--- src/rtl/fifo_wr_arbiter_if.sv ---
// Requester burst handshake and FIFO write port bundled for the write-side arbiter.
// master = requesters/FIFO model side, slave = the arbiter.
interface fifo_wr_arbiter_if #(
    parameter int NUM_REQ = 4,
    parameter int DATA_W  = 8
);
    logic [NUM_REQ-1:0]             req_valid;
    logic [NUM_REQ-1:0]             req_last;
    logic [NUM_REQ-1:0][DATA_W-1:0] req_data;
    logic [NUM_REQ-1:0]             req_ready;
    logic                           fifo_full;
    logic [6:0]                     fifo_counter;
    logic                           fifo_wr_en;
    logic [DATA_W-1:0]              fifo_din;
    logic [NUM_REQ-1:0]             grant;
    logic                           busy;

    modport master (
        output req_valid, req_last, req_data, fifo_full, fifo_counter,
        input  req_ready, fifo_wr_en, fifo_din, grant, busy
    );

    modport slave (
        input  req_valid, req_last, req_data, fifo_full, fifo_counter,
        output req_ready, fifo_wr_en, fifo_din, grant, busy
    );
endinterface

--- src/rtl/fifo_wr_arbiter.sv ---
// Round-robin burst arbiter sharing one FIFO write port among NUM_REQ requesters.
// Define FIFO_WR_ARB_AFULL_EN to also stall on the almost-full occupancy threshold.

module fifo_wr_arbiter_lane #(
    parameter int DATA_W = 8
) (
    input  logic              gnt,
    input  logic              vld,
    input  logic              stall,
    input  logic [DATA_W-1:0] data,
    output logic              rdy,
    output logic              wr,
    output logic [DATA_W-1:0] din
);
    assign rdy = gnt & ~stall;
    assign wr  = vld & rdy;
    assign din = gnt ? data : '0;
endmodule

module fifo_wr_arbiter #(
    parameter int NUM_REQ      = 4,
    parameter int DATA_W       = 8,
    parameter int MAX_BURST    = 16,
    parameter int IDLE_TIMEOUT = 8,
    parameter int FIFO_DEPTH   = 64,
    parameter int AFULL_MARGIN = 4
) (
    input  logic          clk,
    input  logic          rst_n,
    fifo_wr_arbiter_if.slave bus
);
    localparam int IDX_W  = $clog2(NUM_REQ);
    localparam int BEAT_W = $clog2(MAX_BURST + 1);
    localparam int IDLE_W = $clog2(IDLE_TIMEOUT + 1);

    typedef enum logic {IDLE, BURST} state_t;

    state_t                         state;
    logic [NUM_REQ-1:0]             grant;
    logic                           busy;
    logic [BEAT_W-1:0]              beat_cnt;
    logic [IDLE_W-1:0]              idle_cnt;
    logic [IDX_W-1:0]               last_grant;

    logic                           stall;
    logic [IDX_W-1:0]               sel;
    logic [IDX_W-1:0]               cand;
    logic                           any_valid;
    logic                           g_valid;
    logic                           g_last;
    logic                           accept;
    logic [NUM_REQ-1:0]             lane_rdy;
    logic [NUM_REQ-1:0]             lane_wr;
    logic [NUM_REQ-1:0][DATA_W-1:0] lane_din;
    logic [DATA_W-1:0]              din;

`ifdef FIFO_WR_ARB_AFULL_EN
    assign stall = bus.fifo_full | (bus.fifo_counter >= 7'(FIFO_DEPTH - AFULL_MARGIN));
`else
    logic unused_afull;
    assign unused_afull = ^{bus.fifo_counter, 7'(FIFO_DEPTH - AFULL_MARGIN)};
    assign stall = bus.fifo_full;
`endif

    // Lanes see grant directly, so nothing is ready or steered while IDLE (grant == 0).
    for (genvar i = 0; i < NUM_REQ; i++) begin : g_lane
        fifo_wr_arbiter_lane #(.DATA_W(DATA_W)) u_lane (
            .gnt   (grant[i]),
            .vld   (bus.req_valid[i]),
            .stall (stall),
            .data  (bus.req_data[i]),
            .rdy   (lane_rdy[i]),
            .wr    (lane_wr[i]),
            .din   (lane_din[i])
        );
    end

    always_comb begin
        din = '0;
        for (int i = 0; i < NUM_REQ; i++) din = din | lane_din[i];
    end

    assign bus.req_ready  = lane_rdy;
    assign bus.fifo_wr_en = |lane_wr;
    assign bus.fifo_din   = din;
    assign bus.grant      = grant;
    assign bus.busy       = busy;

    // last_grant doubles as the granted index while in BURST.
    assign g_valid   = bus.req_valid[last_grant];
    assign g_last    = bus.req_last[last_grant];
    assign accept    = bus.fifo_wr_en;
    assign any_valid = |bus.req_valid;

    // Scan from the far end back toward last_grant+1 so the nearest valid index wins.
    always_comb begin
        sel  = last_grant;
        cand = '0;
        for (int k = NUM_REQ; k >= 1; k--) begin
            cand = IDX_W'((int'(last_grant) + k) % NUM_REQ);
            if (bus.req_valid[cand]) sel = cand;
        end
    end

    always_ff @(posedge clk or negedge rst_n) begin
        if (!rst_n) begin
            state      <= IDLE;
            grant      <= '0;
            busy       <= 1'b0;
            beat_cnt   <= '0;
            idle_cnt   <= '0;
            last_grant <= IDX_W'(NUM_REQ - 1);
        end else begin
            case (state)
                IDLE: begin
                    if (any_valid) begin
                        state      <= BURST;
                        grant      <= NUM_REQ'(1) << sel;
                        busy       <= 1'b1;
                        last_grant <= sel;
                        beat_cnt   <= '0;
                        idle_cnt   <= '0;
                    end
                end
                BURST: begin
                    if ((accept && (g_last || beat_cnt == BEAT_W'(MAX_BURST - 1))) ||
                        (!g_valid && idle_cnt == IDLE_W'(IDLE_TIMEOUT - 1))) begin
                        state    <= IDLE;
                        grant    <= '0;
                        busy     <= 1'b0;
                        beat_cnt <= '0;
                        idle_cnt <= '0;
                    end else begin
                        if (accept) beat_cnt <= beat_cnt + BEAT_W'(1);
                        // A stalled but valid beat still clears the idle count.
                        idle_cnt <= g_valid ? '0 : idle_cnt + IDLE_W'(1);
                    end
                end
                default: state <= IDLE;
            endcase
        end
    end
endmodule

--- src/flat_wrapper.sv ---
// flat-port wrapper written by rule: the top's interface ports become plain ports
module fifo_wr_arbiter_flat 
#(
    parameter int NUM_REQ      = 4,
    parameter int DATA_W       = 8,
    parameter int MAX_BURST    = 16,
    parameter int IDLE_TIMEOUT = 8,
    parameter int FIFO_DEPTH   = 64,
    parameter int AFULL_MARGIN = 4
)
  (clk, rst_n, bus_req_valid, bus_req_last, bus_req_data, bus_fifo_full, bus_fifo_counter, bus_req_ready, bus_fifo_wr_en, bus_fifo_din, bus_grant, bus_busy);
  fifo_wr_arbiter_if #(.NUM_REQ(NUM_REQ), .DATA_W(DATA_W)) bus_i ();
  input  logic clk;
  input  logic rst_n;
  input wire logic [$bits(bus_i.req_valid)-1:0] bus_req_valid;
  input wire logic [$bits(bus_i.req_last)-1:0] bus_req_last;
  input wire logic [$bits(bus_i.req_data)-1:0] bus_req_data;
  input wire logic [$bits(bus_i.fifo_full)-1:0] bus_fifo_full;
  input wire logic [$bits(bus_i.fifo_counter)-1:0] bus_fifo_counter;
  output wire logic [$bits(bus_i.req_ready)-1:0] bus_req_ready;
  output wire logic [$bits(bus_i.fifo_wr_en)-1:0] bus_fifo_wr_en;
  output wire logic [$bits(bus_i.fifo_din)-1:0] bus_fifo_din;
  output wire logic [$bits(bus_i.grant)-1:0] bus_grant;
  output wire logic [$bits(bus_i.busy)-1:0] bus_busy;
  assign bus_i.req_valid = bus_req_valid;
  assign bus_i.req_last = bus_req_last;
  assign bus_i.req_data = bus_req_data;
  assign bus_i.fifo_full = bus_fifo_full;
  assign bus_i.fifo_counter = bus_fifo_counter;
  assign bus_req_ready = bus_i.req_ready;
  assign bus_fifo_wr_en = bus_i.fifo_wr_en;
  assign bus_fifo_din = bus_i.fifo_din;
  assign bus_grant = bus_i.grant;
  assign bus_busy = bus_i.busy;
  fifo_wr_arbiter #(.NUM_REQ(NUM_REQ), .DATA_W(DATA_W), .MAX_BURST(MAX_BURST), .IDLE_TIMEOUT(IDLE_TIMEOUT), .FIFO_DEPTH(FIFO_DEPTH), .AFULL_MARGIN(AFULL_MARGIN)) u_core (.clk(clk), .rst_n(rst_n), .bus(bus_i));
endmodule
--- config.mk ---
export PLATFORM = sky130hd
export DESIGN_NAME = fifo_wr_arbiter_flat
export DESIGN_NICKNAME = d
export VERILOG_FILES = /design/src/rtl/fifo_wr_arbiter_if.sv /design/src/rtl/fifo_wr_arbiter.sv /design/src/flat_wrapper.sv
export SDC_FILE = /design/constraint.sdc
export NUM_CORES = 1
export LEC_CHECK = 0
export BUFFER_PORTS_ARGS = -buffer_cell sky130_fd_sc_hd__clkbuf_2
export CORE_AREA = 8 8 62 64
export DETAILED_ROUTE_END_ITERATION = 8
export DIE_AREA = 0 0 70 72
export PLACE_DENSITY = 0.83
export SLEW_MARGIN = 20
export SYNTH_ARGS = -nofsm -noshare
export SYNTH_HDL_FRONTEND = slang
export SYNTH_SLANG_ARGS = --single-unit
--- constraint.sdc ---
create_clock -name clk -period 5.5 [get_ports clk]
set_input_delay 0.275 -clock clk [delete_from_list [all_inputs] [get_ports clk]]
set_output_delay 0.275 -clock clk [all_outputs]
set_load 0.01 [all_outputs]
[Word level (Yosys, flattened, before mapping)]
Index checks and enable logic that the tools add are counted.
Storage, ports and cells
  logic and storage cells: 83
  bits in registers: 17
  output and inout bits: 18
Operators by class
  reduce and logical (&&, ||, !) cells: 10
  $add $sub $neg: 6
  magnitude comparators: 5
  shift-type cells: 1
  bitwise gates (word level): 13
  multiplexer cells: 37
  eq/ne operators: 5
Operators with widths (number)
  $mux 8: 4
  $or 8x8->8: 3
  $mux 4: 5
  $pmux 4 s2: 2
  $lt 2x3->1 const B: 5
  $mux 5: 3
  $bmux 1 s2: 6
  $mux 1: 10
  $pmux 5 s2: 1
  $and 1x1->1: 8
  $mux 2: 4
  $reduce_or 4->1: 2
  $reduce_and 2->1: 3
  $add 5x1->5 const B: 1
  $eq 5x4->1 const B: 1
  $add 2x1->2 const B: 2
  $add 2x2->2 const B: 2
  $add 4x1->4 const B: 1
  $eq 4x3->1 const B: 1
  $pmux 1 s2: 2
  $shl 1x2->4 const A: 1
  $ne 3x3->1 const B: 1
  $logic_and 1x1->1: 2
  $logic_or 1x1->1: 2
  4 further kinds: 5

[Depth between registers and ports, before layout]
Gate-level depths: netlist of run 1.
  depth in word-level cells: 10
  gate-level depth with buffers: 6
  mapped depth without buffers: 6

[Cells and area by module]
From an unflattened synthesis of run 1, not the netlist that was laid out.
Unflattened totals
  cells, all modules: 148
  area, all modules: 1318.8 um2
By module, submodules not included
  fifo_wr_arbiter: instances 1, cells each 108, area an instance 1058.5 um2
  fifo_wr_arbiter_lane: instances 4, cells each 10, area an instance 65.1 um2

[Worst setup path after synthesis of run 1]
Ideal clock, no wire load.
  kind: register to register
  start: reg u_core.last_grant[0]
  end: reg u_core.beat_cnt[4]
  setup slack: 3748 ps
  required time: 5373 ps
  setup time: 127 ps
  cell stages (with the launch flop): 5
  path buffers: 0
  arrival time: 1625 ps
  cells stage by stage: dfstp_2 > mux4_2 > or3_4 > nand2_1 > o32ai_2
Between the ends
  word-level cells in the longest chain between the ends: 7
  elaborated cells on any way between the ends: 13
  classes of those cells: eq/ne: 1; mux: 6; reduce/logical: 6
Ends and longest elaborated chain
  start, declared: line fifo_wr_arbiter.sv:43  | logic [IDX_W-1:0] last_grant;
  start signal, assigned: line fifo_wr_arbiter.sv:112  | last_grant <= IDX_W'(NUM_REQ - 1);
  start signal, assigned: line fifo_wr_arbiter.sv:120  | last_grant <= sel;
  $bmux 1 s2 (on tied branches): line fifo_wr_arbiter.sv:91, fifo_wr_arbiter.sv:90
  $mux 1 (on tied branches): line fifo_wr_arbiter.sv:91, fifo_wr_arbiter.sv:90
  $logic_or 1x1->1 / $logic_not 1->1 (equally long branches): line fifo_wr_arbiter.sv:126, fifo_wr_arbiter.sv:127
  $logic_and 1x1->1 (on tied branches): line fifo_wr_arbiter.sv:126, fifo_wr_arbiter.sv:127
  $logic_or 1x1->1 *: line fifo_wr_arbiter.sv:126  | if ((accept && (g_last || beat_cnt == BEAT_W'(MAX_BURST - 1))) ||
  $mux 5 / $ne 3x3->1 (equally long branches)
  $pmux 5 s2 / $reduce_and 2->1 (equally long branches)
  end signal, assigned: line fifo_wr_arbiter.sv:134  | if (accept) beat_cnt <= beat_cnt + BEAT_W'(1);
  end, declared: line fifo_wr_arbiter.sv:41  | logic [BEAT_W-1:0] beat_cnt;
Every way passes the cells marked *; elsewhere a longest branch is shown, timed or not. The select of a mux whose other input is x is not followed.
A chain may end at the register's enable or synchronous reset.

[Worst setup path in the final report of run 1]
  start: reg u_core.grant[3] (netlist: u_core.bus.grant[3])
  end: out bus_fifo_wr_en
Between the ends
  word-level cells in the longest chain between the ends: 3
Ends and longest elaborated chain
  start, declared: line fifo_wr_arbiter.sv:39  | logic [NUM_REQ-1:0] grant;
  start signal, assigned: line fifo_wr_arbiter.sv:118  | grant <= NUM_REQ'(1) << sel;
  $and 1x1->1: line fifo_wr_arbiter.sv:15  | assign rdy = gnt & ~stall;
  $and 1x1->1: line fifo_wr_arbiter.sv:16  | assign wr = vld & rdy;
  $reduce_or 4->1: line fifo_wr_arbiter.sv:84  | assign bus.fifo_wr_en = |lane_wr;
  end, declared: line flat_wrapper.sv:21  | output wire logic [$bits(bus_i.fifo_wr_en)-1:0] bus_fifo_wr_en;
Every way passes these cells.

==> results of run 1 <==
==> stage by stage <==
stage | instance area (µm²) | utilization | hold slack [ns] | total power [µW] | std cells
finish | 1660 | 0.572 | 0.375 | 745 | 242
global route | 1660 | 0.572 | 0.419 | 809 | 242
CTS | 1660 | 0.572 | 0.372 | 751 | 242
detailed placement | 1620 | 0.559 | 0.229 | 680 | 237
global placement | 1620 | 0.559 | 0.227 | 669 | 237
floorplan | 1370 | - | -0.0206 | 562 | 159
==> logic make-up (layout without fill, tap and decap cells) <==
family / after synthesis / count (layout)
adder cells (fa/ha/maj): 3 / 3
AO/OA/AOI/OAI: 48 / 48
flip-flops: 17 / 17
multiplexers: 4 / 4
AND/OR/NAND/NOR: 64 / 64
buffers and inverters: 23 / 73
==> cell type report <==
cell class / instances / area [µm²]
fill: 275 / 1240
multi-input combinational: 119 / 823
timing repair buffer: 61 / 310
sequential: 17 / 428
tap: 33 / 41.3
clock inverter: 1 / 5.00
clock buffer: 3 / 22.5
inverter: 8 / 30.0
==> placed cells by master, fill, tap and decap left out, types with 2 or more instances in the layout <==
cell | Yosys | routed
o21ai_0 | 6 | 6
mux4_2 | 2 | 2
a22oi_1 | 18 | 18
nand3b_1 | 2 | 2
dfstp_2 | 2 | 2
or2b_1 | 2 | 2
o22ai_1 | 2 | 2
nor2b_1 | 2 | 2
nand3_1 | 6 | 6
clkbuf_2 | 0 | 60
nor4_1 | 2 | 2
inv_1 | 8 | 8
ha_1 | 3 | 3
o2111ai_1 | 2 | 2
a21oi_1 | 3 | 3
a21o_1 | 2 | 2
nor3b_1 | 2 | 2
nand2_1 | 25 | 25
dfrtp_1 | 15 | 15
o211ai_1 | 8 | 8
clkbuf_4 | 0 | 3
nand4_1 | 2 | 2
nor2_1 | 9 | 9
nor3_1 | 2 | 2
==> metal layers <==
metal  GRT usage  routed length, µm  up-vias
li1            -                  -      687
met1       0.156               1470      673
met2       0.280               2190       21
met3      0.0300                114        4
met4      0.0402                 23        0
met5           0                  0        -
==> path summary, 6_finish.rpt <==
path                       cells past startpoint                  from                    to
setup / recovery                               4   u_core.bus.grant[3]        bus_fifo_wr_en
hold / removal                                 3      bus_req_valid[2]          u_core.state
setup reg to reg                               4  u_core.last_grant[0]    u_core.idle_cnt[3]
hold reg to reg                                1    u_core.beat_cnt[0]    u_core.beat_cnt[0]
max in group asynchronous                      2                 rst_n  u_core.last_grant[1]
min in group asynchronous                      2                 rst_n    u_core.beat_cnt[2]
==> what timing repair did <==
action,CTS,global route
hold buffers,1,0
endpoints found under the hold margin,15,0
gates resized for setup,0,0
endpoints found under the setup margin,0,0
==> power breakdown <==
part / total [µW] / internal (µW) / switching, µW
Combinational: 417 / 184 / 233
Clock: 66.7 / 27.1 / 39.6
Sequential: 261 / 171 / 90.1
Total: 745 / 382 / 363
==> state kept, by name, indices dropped and copies added, names as in the netlist <==
register           flops
u_core.beat_cnt        5
u_core.bus.busy        1
u_core.state           1
u_core.bus.grant       4
u_core.last_grant      2
u_core.idle_cnt        4
==> worst max-delay path: stages (launching register included) <==
cell      delay (ns)
dfrtp_1         0.65
a22oi_1         0.17
a21o_2          0.33
inv_1           0.22
clkbuf_2        0.18
==> results.yml, run 1 <==
sta:
  timing.final.ws_setup_ns: 3.39
  drv_slew: 0
  fin_setup_tns_ns: 0
  fin_skew_ns: 0.00695
  fin_crit_ns: 2.11
  slew_headroom: 0.625
  timing.final.crit_share: 0.384
  rsz0062_at_grt: "false"
  tightest_slew_ns: 0.561
  max_freq_mhz: 474
  finalSetupViolCount: 0
  final_hold_viol_count: 0
clock_network:
  cts_setup_buffers: 0
  numCtsBuffers: 3
  clk_pin_slew_ns: 0.10
  cts_tree: "built"
  clock_path_buffers: 2
  htree_levels: 1
  cts_sinks: 17
  cts_root_buffer: "clkbuf_4"
  insertion_delay_ns: 0.29
logic_synthesis:
  synthSimpleGateAreaFrac: 0.260
  synth_top_family_by_area: "compound AO/OA/AOI/OAI gates"
  yosys_warnings: 0
  seq_area_frac_synth: 0.312
  synthMuxAreaShare: 0.0484
  synth.distinct_cells: 45
  synth-compound-area-share: 0.265
  synth_top_area_frac: 0.274
  synthTopCellsByCount: "nand2_1, a22oi_1, dfrtp_1, nor2_1"
  synth.avg_cell_area_um2: 8.62
  syn_inst: 159
  synth_top_flop_cell: "dfrtp_1"
  synth.area.top_cells: "dfrtp_1, a22oi_1, nand2_1, buf_4, o211ai_1"
  postSynth.asyncResetShare: 1.00
  synth_area_mm2: 0.00137
  synth_seq_cells: 17
  yosysTopAreaCell: "dfrtp_1"
  yosys.area_share.adder: 0.0274
  synthXorXnorAreaFrac: 0
  synth_most_common_cell: "nand2_1"
  synth-edff-count: 0
  synth_fp_nets: 212
global_route:
  antenna_found_initial: 0
  grt_pass1_wl_mm: 6.37
  overflow: 0
  grt_max_degree: 18
  grt_usage: 0.146
  grt_pass1_vias: 1369
drt:
  firstDrtPassIters: 4
  num_vias: 1385
  viasPerCell: 5.72
  drtIter0Drc: 74
  routed_wirelength_mm: 3.80
  drcViolationCount: 0
  wl_per_cell_um: 15.7
  drtAntennaViolNets: 0
floorplanning:
  rows: 20
  die_x_um: 70
  core_area_mm2: 0.00290
  die_h_um: 72
  start_util: 0.472
  dieArea_mm2: 0.00504
  io_pins: 68
place:
  hpwlAfterDp_mm: 3.03
  io_buffers: 60
  preCtsSetupSlack_ns: 3.66
  gp_congestion: 0.845
final_layout:
  area_growth_syn_to_layout_pct: 21.2
  antenna-diode-count: 0
  drive_above_1_share: 0.364
  nets: 263
critical_path:
  path_max_fanout: 13
  cp-start-kind: "flop"
  r2r_setup_slack_ns: 3.63
  required_ns: 5.22
  worstSetupPathType: "flop to output port"
  cp_data_arrival_time_ns: 1.84
  end_kind: "output port"
worst_hold_path:
  worstHoldPathType: "input port to flop"
run:
  maxCapViolCount: 0
power_and_ir_drop:
  vdd_ir_drop_max_v: 0.000325
  p_per_area_mw_per_mm2: 449
  leakage_uw: 0.000808
outcome:
  outcome: "finished, final reports clean"
No activity file was read; power rests on OpenSTA's default activity.
==> run 2, diff against run 1 <==
- CORE_AREA: 8 8 62 64 -> 8 8 64 66
- DIE_AREA: 0 0 70 72 -> 0 0 72 74
- PLACE_DENSITY: 0.83 -> 0.78
- clock period: 5.5 -> 2.1 ns (I/O delays scaled with it)
==> results.yml, run 2 (synthesis gave the netlist of run 1 again) <==
clock_network:
  htree_levels: 1
  clock_path_buffers: 2
  numCtsBuffers: 3
  cts_root_buffer: "clkbuf_4"
  insertion_delay_ns: 0.30
  clk_pin_slew_ns: 0.10
  cts_sinks: 17
  cts_hold_buf: 1
  cts_setup_buffers: 0
  cts_tree: "built"
  cts_resized: 0
final_layout:
  reg_top3: "u_core.beat_cnt (5), u_core.bus.grant (4), u_core.idle_cnt (4)"
  area_growth_syn_to_layout_pct: 23.9
  multi_input_area_um2: 823
  nFillCells: 307
  mostFrequentLayoutCells: "clkbuf_2, nand2_1, a22oi_1"
  regArea_um2: 428
  nets: 266
  largest_reg_flops: 5
  antenna-diode-count: 0
  largest_register: "u_core.beat_cnt"
  postLayoutCoreUtil: 0.534
  drive_above_1_share: 0.368
  final_common_cell: "clkbuf_2"
  postLayoutCellArea_mm2: 0.00170
place:
  hpwlAfterDp_mm: 2.99
  gp_congestion: 0.785
  place_area_mm2: 0.00166
  io_buffers: 60
sta:
  fin_skew_ns: 0.00281
  finalSetupViolCount: 0
  fin_setup_tns_ns: 0
  drv_slew: 0
  max_freq_mhz: 536
  final_hold_viol_count: 0
  timing.final.crit_share: 0.888
  slew_headroom: 0.634
  hold_slack_ns: 0.210
  tightest_slew_ns: 0.547
  fin_crit_ns: 1.87
  rsz0062_at_grt: "false"
global_route:
  antenna_found_initial: 0
  grt_pass1_vias: 1345
  grt_usage: 0.135
  overflow: 0
  grt_max_degree: 18
  grt_pass1_wl_mm: 5.93
worst_hold_path:
  worstHoldPathType: "input port to flop"
outcome:
  outcome: "finished, final reports clean"
drt:
  routed_wirelength_mm: 3.79
  drcViolationCount: 0
  firstDrtPassIters: 5
  drtAntennaViolNets: 0
  viasPerCell: 5.38
  num_vias: 1388
  wl_per_cell_um: 14.7
  drtIter0Drc: 81
critical_path:
  critical_path.slowest_cell: "dfstp_2"
  path_cells: "mux4_2 > or2_1 > o2111ai_1 > o211ai_1"
  worstSetupPathType: "flop to flop"
  required_ns: 2.27
  path_max_fanout: 7
  end_kind: "flop"
  cp_data_arrival_time_ns: 2.04
  crit_family: "flip-flops"
  slowest_delay_ns: 0.62
  critPathBufInv: 0
  cp-start-kind: "flop"
floorplanning:
  die_h_um: 74
  core_area_mm2: 0.00318
  dieArea_mm2: 0.00533
  die_x_um: 72
  rows: 21
  io_pins: 68
  start_util: 0.431
power_and_ir_drop:
  leakage_uw: 0.000821
  vdd_ir_drop_max_v: 0.000606
  p_per_area_mw_per_mm2: 1160
  total_power_uw: 1980
run:
  maxCapViolCount: 0
## run 2: cell count changes in the layout (fill, tap and decap cells not counted), sizes merged
cell    before  now
clkinv       1    0
clkbuf      63   64
buf          0    3
## run 2: final timing paths
| check | from | to | slack (ns) | cells after the start |
|---|---|---|---|---|
| worst max-delay path | u_core.last_grant[0] | u_core.bus.grant[1] | 0.23 | 4 |
| worst min-delay path | bus_req_valid[0] | u_core.state | 0.21 | 3 |
| worst max register to register | u_core.last_grant[0] | u_core.bus.grant[1] | 0.23 | 4 |
| worst min register to register | u_core.beat_cnt[0] | u_core.beat_cnt[0] | 0.52 | 1 |
| max in group asynchronous | rst_n | u_core.last_grant[0] | 1.50 | 2 |
| min in group asynchronous | rst_n | u_core.beat_cnt[1] | 0.27 | 2 |
## run 2: layout make-up
type | count | share of cell area
timing repair buffer | 64 | 0.196
inverter | 8 | 0.0177
clock buffer | 4 | 0.0155
sequential | 17 | 0.252
tap | 46 | 0.0339
multi-input combinational | 119 | 0.485
## run 2: layer usage
metal	GRT usage	wire (µm)	vias up
li1	-	-	693
met1	0.162	1630	663
met2	0.239	2000	25
met3	0.0189	97	7
met4	0.0544	55	0
met5	0	0	-
## run 2: power by group
part	internal, µW	leakage, µW	total [µW]	switching (µW)
Sequential	450	0.000219	641	191
Combinational	509	0.000587	1150	644
Clock	74.1	0.0000150	184	110
## run 2: per-stage QoR
step	worst slack, ns	std cells
floorplan	0.348	159
global placement	0.250	253
detailed placement	0.248	253
CTS	0.233	258
global route	0.125	258
finish	0.235	258
## run 2: tightest hold or removal path: cells and delay by family
| kind | cells | cell delay [ns] |
|---|---|---|
| buf+inv | 1 | 0.14 |
| compound gates | 1 | 0.13 |
| simple gates | 1 | 0.09 |
